## src/rtl/ps2_keyboard.sv

```systemverilog
// PS/2 set-2 keyboard receiver: decodes scan codes into the Hack
// keyboard register (0 when no mapped key is held).
module ps2_keyboard #(
   parameter int TIMEOUT_CYCLES = 10000
) (
   input  logic        clk,
   input  logic        reset,
   input  logic        ps2_clk,
   input  logic        ps2_data,
   output logic [15:0] out,
   output logic        key_event,
   output logic        frame_err
);

   localparam int TW = $clog2(TIMEOUT_CYCLES + 1);
   localparam logic [TW-1:0] TMAX = TW'(TIMEOUT_CYCLES - 1);

   typedef enum logic [1:0] {IDLE, DATA, PARITY, STOP} rx_t;
   typedef enum logic [1:0] {NORMAL, BREAK, EXT, EXT_BREAK} dec_t;

   rx_t           rx;
   dec_t          dec;
   logic [1:0]    clk_sync;
   logic [1:0]    data_sync;
   logic          clk_prev;
   logic [7:0]    shreg;
   logic [2:0]    cnt;
   logic          par;
   logic [TW-1:0] tcnt;
   logic [7:0]    key;
   logic          fall;
   logic          din;
   logic          strobe;
   logic          ext;
   logic          brk;
   logic [7:0]    code;

   function automatic logic [7:0] map_key(input logic e, input logic [7:0] b);
      logic [7:0] m;
      m = 8'd0;
      if (e) begin
         case (b)
            8'h6B: m = 8'd130;
            8'h75: m = 8'd131;
            8'h74: m = 8'd132;
            8'h72: m = 8'd133;
            8'h6C: m = 8'd134;
            8'h69: m = 8'd135;
            8'h7D: m = 8'd136;
            8'h7A: m = 8'd137;
            8'h70: m = 8'd138;
            8'h71: m = 8'd139;
            default: m = 8'd0;
         endcase
      end else begin
         case (b)
            8'h1C: m = 8'd65;  8'h32: m = 8'd66;  8'h21: m = 8'd67;
            8'h23: m = 8'd68;  8'h24: m = 8'd69;  8'h2B: m = 8'd70;
            8'h34: m = 8'd71;  8'h33: m = 8'd72;  8'h43: m = 8'd73;
            8'h3B: m = 8'd74;  8'h42: m = 8'd75;  8'h4B: m = 8'd76;
            8'h3A: m = 8'd77;  8'h31: m = 8'd78;  8'h44: m = 8'd79;
            8'h4D: m = 8'd80;  8'h15: m = 8'd81;  8'h2D: m = 8'd82;
            8'h1B: m = 8'd83;  8'h2C: m = 8'd84;  8'h3C: m = 8'd85;
            8'h2A: m = 8'd86;  8'h1D: m = 8'd87;  8'h22: m = 8'd88;
            8'h35: m = 8'd89;  8'h1A: m = 8'd90;
            8'h45: m = 8'd48;  8'h16: m = 8'd49;  8'h1E: m = 8'd50;
            8'h26: m = 8'd51;  8'h25: m = 8'd52;  8'h2E: m = 8'd53;
            8'h36: m = 8'd54;  8'h3D: m = 8'd55;  8'h3E: m = 8'd56;
            8'h46: m = 8'd57;
            8'h29: m = 8'd32;  8'h5A: m = 8'd128;
            8'h66: m = 8'd129; 8'h76: m = 8'd140;
            default: m = 8'd0;
         endcase
      end
      return m;
   endfunction

   always_ff @(posedge clk or posedge reset) begin
      if (reset) begin
         clk_sync  <= 2'b11;
         data_sync <= 2'b11;
         clk_prev  <= 1'b1;
      end else begin
         clk_sync  <= {clk_sync[0], ps2_clk};
         data_sync <= {data_sync[0], ps2_data};
         clk_prev  <= clk_sync[1];
      end
   end

   assign fall = clk_prev & ~clk_sync[1];
   assign din  = data_sync[1];
   // The stop-bit edge feeds the decoder directly to keep the 3-clk latency
   assign strobe = fall & (rx == STOP) & din & (^{shreg, par});

   always_ff @(posedge clk or posedge reset) begin
      if (reset) begin
         rx        <= IDLE;
         shreg     <= 8'd0;
         cnt       <= 3'd0;
         par       <= 1'b0;
         tcnt      <= '0;
         frame_err <= 1'b0;
      end else begin
         frame_err <= 1'b0;
         if (rx != IDLE && !fall && tcnt == TMAX) begin
            rx        <= IDLE;
            tcnt      <= '0;
            frame_err <= 1'b1;
         end else if (fall) begin
            tcnt <= '0;
            unique case (rx)
               IDLE: begin
                  if (!din) begin
                     rx  <= DATA;
                     cnt <= 3'd0;
                  end else begin
                     frame_err <= 1'b1;
                  end
               end
               DATA: begin
                  shreg <= {din, shreg[7:1]};
                  cnt   <= cnt + 3'd1;
                  if (cnt == 3'd7) rx <= PARITY;
               end
               PARITY: begin
                  par <= din;
                  rx  <= STOP;
               end
               STOP: begin
                  if (!strobe) frame_err <= 1'b1;
                  rx <= IDLE;
               end
            endcase
         end else if (rx != IDLE) begin
            tcnt <= tcnt + 1'b1;
         end
      end
   end

   assign ext  = (dec == EXT) || (dec == EXT_BREAK);
   assign brk  = (dec == BREAK) || (dec == EXT_BREAK);
   assign code = map_key(ext, shreg);

   always_ff @(posedge clk or posedge reset) begin
      if (reset) begin
         dec       <= NORMAL;
         key       <= 8'd0;
         key_event <= 1'b0;
      end else begin
         key_event <= 1'b0;
         if (strobe) begin
            if (dec == NORMAL && shreg == 8'hE0) begin
               dec <= EXT;
            end else if (dec == NORMAL && shreg == 8'hF0) begin
               dec <= BREAK;
            end else if (dec == EXT && shreg == 8'hF0) begin
               dec <= EXT_BREAK;
            end else begin
               dec <= NORMAL;
               if (code != 8'd0) begin
                  if (!brk && key != code) begin
                     key       <= code;
                     key_event <= 1'b1;
                  end else if (brk && key == code) begin
                     key       <= 8'd0;
                     key_event <= 1'b1;
                  end
               end
            end
         end
      end
   end

   assign out = {8'h00, key};

endmodule

```

## config.mk

```make
export PLATFORM = sky130hd
export DESIGN_NAME = ps2_keyboard
export DESIGN_NICKNAME = d
export VERILOG_FILES = /design/src/rtl/ps2_keyboard.sv
export SDC_FILE = /design/constraint.sdc
export NUM_CORES = 1
export LEC_CHECK = 0
export BUFFER_PORTS_ARGS = -buffer_cell sky130_fd_sc_hd__buf_2
export CAP_MARGIN = 10
export CORE_MARGIN = 4
export CORE_UTILIZATION = 29
export DETAILED_ROUTE_END_ITERATION = 16
export PLACE_DENSITY = 0.53
export SLEW_MARGIN = 20
export SYNTH_ARGS = -nofsm -noshare
export SYNTH_HDL_FRONTEND = slang
export SYNTH_SLANG_ARGS = --single-unit
export TNS_END_PERCENT = 5
```

## constraint.sdc

```tcl
create_clock -name clk -period 6.1 [get_ports clk]
set_input_delay 1.525 -clock clk [delete_from_list [all_inputs] [get_ports clk]]
set_output_delay 1.525 -clock clk [all_outputs]
set_load 0.1 [all_outputs]
```

==> Yosys cells after proc, flatten, opt, wreduce, memory -nomap -nowiden <==
Memory sizes are Yosys's and may differ from the RTL's.
Index checks and enable logic that the tools add are counted.
{ "classes": {"addsub": 2, "n_eq_ne": 25, "n_mux": 30, "bitwise_logic": 9, "n_reduce_logical": 25} }
{ "ops": {"columns": ["op", "count"], "rows": [
  ["8-bit by 7-bit equality test with 1-bit output, second input constant", 10],
  ["8-bit one-hot mux with 10 select lines", 1],
  ["14-bit two-way mux", 3],
  ["8-bit two-way mux", 4],
  ["8-bit equality test, second input constant", 2],
  ["14-bit by 1-bit adder with 14-bit output, second input constant", 1],
  ["14-bit equality test, second input constant", 1],
  ["2-bit two-way mux", 7],
  ["1-bit two-way mux", 11],
  ["3-bit AND reduction", 3],
  ["9-bit XOR reduction", 1],
  ["2-bit equality test, second input constant", 4],
  ["8-bit equality test", 1],
  ["8-bit inequality test", 1],
  ["2-bit one-hot mux with 4 select lines", 1],
  ["2-bit nonzero test", 4],
  ["8-bit nonzero test", 1],
  ["1-bit logical AND", 7],
  ["3-bit inequality test, second input constant", 2],
  ["3-bit one-hot mux with 2 select lines", 1],
  ["6-bit AND reduction", 1],
  ["1-bit inverter", 5],
  ["1-bit bitwise AND", 4],
  ["2-bit by 1-bit equality test with 1-bit output, second input constant", 2],
  ["other kinds (10)", 13]
]} }
{ "totals": {"reg_bits": 45, "rom_bits": 1024, "word_cells": 104, "memories": 1} }
{ "memory_table": {"columns": ["name", "words", "word_bits", "rd", "rd_ports_with_merged_regs", "wr", "line", "rtl"], "rows": [
  ["(name not given)", 128, 8, 1, 0, 0, "56", "case (b)"]
]} }

==> Longest topological paths before layout <==
{ "logic_depth": {"ltp_word": 12, "depth_mapped": 16} }

==> Worst setup path after synthesis <==
No wires, ideal clock.
{ "synth_path": {"kind": "flip-flop to flip-flop", "start": "register shreg[1]", "end": "register key[0]", "setup_time_ns": 0.123, "arrival_ns": 3.354, "required_ns": 5.977, "slack_ns": 2.623, "stages_incl_launch_ff": 15, "n_path_buf": 1, "period_less_slack_ns": 3.477, "cell_sequence": "dfrtp_1 buf_2 inv_1 ha_1 mux4_2 nand2_1 a2111oi_0 a221oi_1 xnor2_1 nor3_1 nand4_1 ha_1 nor3_4 o21ai_4 a32o_1"} }
{ "synth_via": {"elab_chain_len": 7, "elab_cells_between_ends": 32} }
{ "synth_lines": {"columns": ["item", "line", "rtl"], "rows": [
  ["start, declared", "26", "logic [7:0] shreg;"],
  ["start signal, assigned", "121", "shreg <= {din, shreg[7:1]};"],
  ["memory read 128 x 8 bit or 8-bit by 7-bit equality test with 1-bit output (tied branches)", null, null],
  ["8-bit two-way mux or 8-bit one-hot mux with 10 select lines (tied branches)", "56, 42", null],
  ["8-bit two-way mux", "41", "if (e) begin"],
  ["8-bit inequality test or 8-bit equality test (tied branches)", "161, 164", null],
  ["1-bit logical AND, on equally long branches", "161, 164", null],
  ["2-bit nonzero test (no line)", null, null],
  ["6-bit AND reduction (no line)", null, null],
  ["end signal, assigned", "162", "key <= code;"],
  ["end, declared", "30", "logic [7:0] key;"]
]} }
Parallel ways exist; a longest one is shown, timed or not.
A chain may end at the register's enable or synchronous reset.

==> Worst setup path in the final report <==
{ "layout_path": {"start": "register shreg[1]", "end": "register key[5]"} }
The elaborated chain is that of the path after synthesis.

==> reports/metrics.csv <==
stage;metric;value;unit
synthesis;ys_seq_elements;45;
clock_network;clock_sinks;45;
floorplan;die_y;117;µm
synthesis;async_reset_ff_share;100;%
synthesis;synth_area_leaders;dfrtp_1 (29%), ha_1 (5.5%), nand2_1 (5.5%);
timing;finalCriticalPeriod;4.30;ns
setup_path;critPathMaxFanout;16;
detailed_routing;drt_pass1_iterations;4;
synthesis;synth_edf_count;0;
finish;drive_above_1_share;12.5;%
setup_path;end_kind;register;
clock_network;cts.repair.resized;0;
grt;grt.overflow.total;0;
timing;period_share;70.4;%
clock_network;clk_path_buf_depth;2;
synthesis;ys_types;66;
grt;grt_pass1_vias;2767;
detailed_routing;viasPerCell;5.48;
place;gp_congestion;0.890;
finish;design_area;3650;µm²
clock_network;tritoncts;built;
power_and_ir_drop;power.density;391;nW/µm²
grt;antenna_found_initial;0;
timing;tightest_slew;0.987;ns
finish;n_fill_cell;1222;
synthesis;yosys.area.top_type_share;29.2;%
power_and_ir_drop;p_leak;1.46;nW
clock_network;cts_made_buffers;5;
setup_path;slowest_delay;0.63;ns
floorplan;die_w;117;µm
clock_network;cts-root-buf;clkbuf_16;
finish;antenna_cells;0;
setup_path;crit_arrival;4.47;ns
detailed_routing;drc;0;
detailed_routing;vias;2891;
clock_network;htree_levels;2;
timing;finalSetupTns;0;ns
grt;grt_pass1_wl;13.9;mm
setup_path;path_cells;inv_1 > ha_1 > o211ai_1 > a2111o_1 > a211oi_1 > xor2_1 > nor3_1 > nand4_1 > ha_1 > nor3_4 > o21ai_4 > a32o_1;
detailed_routing;wl_per_cell;15.6;µm
job;maxCapViolations;0;
clock_network;clkLatencyLatePin;0.29;ns
detailed_routing;postRouteAntennaNets;0;
place;io_buffers;13;
place;place_hpwl;5.79;mm
place;postPlaceCellArea;3490;µm²
clock_network;postCtsHoldBufs;0;
floorplan;core;11500;µm²
detailed_routing;drt-initial-drc-count;289;
power_and_ir_drop;peakVddDrop;0.000164;V
setup_path;startpoint_type;register;
timing;maxSlewViolCount;0;
synthesis;synth_seq_area_share;33.0;%
floorplan;io_pins;22;
run_status;outcome;completed;
timing;finalHoldViolCount;0;
timing;setup_viol;0;
setup_path;slowest_stage;dfrtp_1;
setup_path;cpMostUsedCell;ha_1;
grt;grt_max_degree;46;
hold_path;min_path_type;reg2reg;
finish;fin_nets;403;
synthesis;synth_top_cell_by_area;dfrtp_1;
detailed_routing;drt-total-wl;8.23;mm
clock_network;post-cts-setup-buffers;0;
grt;grt_usage;12.4;%
synthesis;synth_area;3430;µm²
floorplan;rows;39;
floorplan;dieArea;13600;µm²
timing;fin_skew;0.0126;ns
setup_path;path_buf_inv;1;
synthesis;synthFlopType;dfrtp_1;
synthesis;syn_inst;388;
finish;area_growth;6.38;%
setup_path;path_class;reg2reg;
timing;max_freq;0.233;GHz
timing;grt_setup_unrepaired;false;
timing;maxSlewHeadroom;34.2;%
floorplan;initial_core_util;29.8;%
synthesis;synth_warnings;0;
setup_path;path_delay_family;compound AO/OA/AOI/OAI gates;
synthesis;syn_area_per_cell;8.85;µm²
clock_network;clk_pin_slew;0.07;ns
setup_path;required;6.27;ns
[worst register-to-register path, cell delays in order, from the launching register on]
cell,delay (ns)
dfrtp_1,0.63
inv_1,0.28
ha_1,0.51
o211ai_1,0.15
a2111o_1,0.45
a211oi_1,0.56
xor2_1,0.13
nor3_1,0.20
nand4_1,0.12
ha_1,0.33
nor3_4,0.39
o21ai_4,0.18
a32o_1,0.24
[cells by family after synthesis]
family | synth area share [%]
buffers and inverters | 7.94
xor gates and xnor gates | 4.59
AOI/OAI and AO/OA | 21.9
adders and majority gates | 5.76
DFF | 33.0
other | 0.109
and+or+nand+nor | 21.4
muxes | 5.25
[metal layers]
metal	wire, µm	global-route usage [%]
met1	3970	17.9
met2	3730	19.0
met3	368	2.11
met4	161	3.90
met5	0	0
[Yosys cell counts, types with 9 or more instances]
| cell type | instances |
|---|---|
| a21oi_1 | 17 |
| buf_4 | 10 |
| clkbuf_1 | 10 |
| dfrtp_1 | 40 |
| ha_1 | 15 |
| inv_1 | 13 |
| nand2_1 | 50 |
| nand2b_1 | 14 |
| nand3_1 | 12 |
| nor2_1 | 14 |
| nor3_1 | 10 |
| o21ai_0 | 28 |
| o31ai_1 | 9 |
| xnor2_1 | 10 |
[layout by cell type, fill, tap and decap left out, types with 8 or more instances in the layout]
cell	synthesis	layout
xnor2_1	10	10
ha_1	15	15
nor2_1	14	14
nand2_1	50	50
nand2b_1	14	14
nand3_1	12	12
nor3_1	10	10
inv_1	13	12
o211ai_1	8	8
o21ai_0	28	28
dfrtp_1	40	39
o31ai_1	9	9
conb_1	1	8
xor2_1	8	8
a21oi_1	17	17
buf_2	5	13
[metrics by stage]
| step | power, W | setup slack [ns] | util (%) | hold slack (ns) | cells |
|---|---|---|---|---|---|
| finish | 0.00143 | 1.80 | 31.7 | 0.359 | 528 |
| global route | 0.00153 | 1.58 | 31.7 | 0.367 | 528 |
| CTS | 0.00143 | 1.79 | 31.7 | 0.361 | 528 |
| detailed placement | 0.00114 | 1.80 | 30.3 | 0.351 | 520 |
| global placement | 0.00114 | 1.82 | 30.3 | 0.346 | 520 |
| floorplan | 0.00103 | 2.62 | - | 0.345 | 395 |
[where the power goes]
part | leakage, nW | internal [W] | switching [W]
sequential | 0.592 | 0.000346 | 0.000135
clock | 0.0735 | 0.000165 | 0.000117
combinational | 0.792 | 0.000261 | 0.000403
total | 1.46 | 0.000772 | 0.000656
[state kept, by name (all words and copies together) (netlist names)]
register   flops
frame_err      1
shreg          8
clk_prev       1
dec            2
tcnt          14
cnt            3
key            8
key_event      1
clk_sync       2
par            1
rx             2
data_sync      2
[worst paths after layout]
path / from / end / slack, ns / cells after the start
setup / recovery: shreg[1] / key[5] / 1.80 / 12
hold / removal: data_sync[0] / data_sync[1] / 0.36 / 0
setup reg to reg: shreg[1] / key[5] / 1.80 / 12
hold reg to reg: data_sync[0] / data_sync[1] / 0.36 / 0
max in group asynchronous: reset / shreg[2] / 4.22 / 2
min in group asynchronous: reset / key[3] / 1.35 / 2
[layout make-up]
| cell class | count | area, µm² | share of cell area, % |
|---|---|---|---|
| multi-input cells | 303 | 2050 | 56.3 |
| repair buffers | 14 | 72.6 | 1.99 |
| clock inverters | 2 | 16.3 | 0.445 |
| clock buffers | 6 | 139 | 3.80 |
| well taps | 143 | 179 | 4.90 |
| flip-flops and latches | 45 | 1130 | 31.0 |
| inverters | 15 | 57.6 | 1.58 |
(Power assumes the default switching activity.)
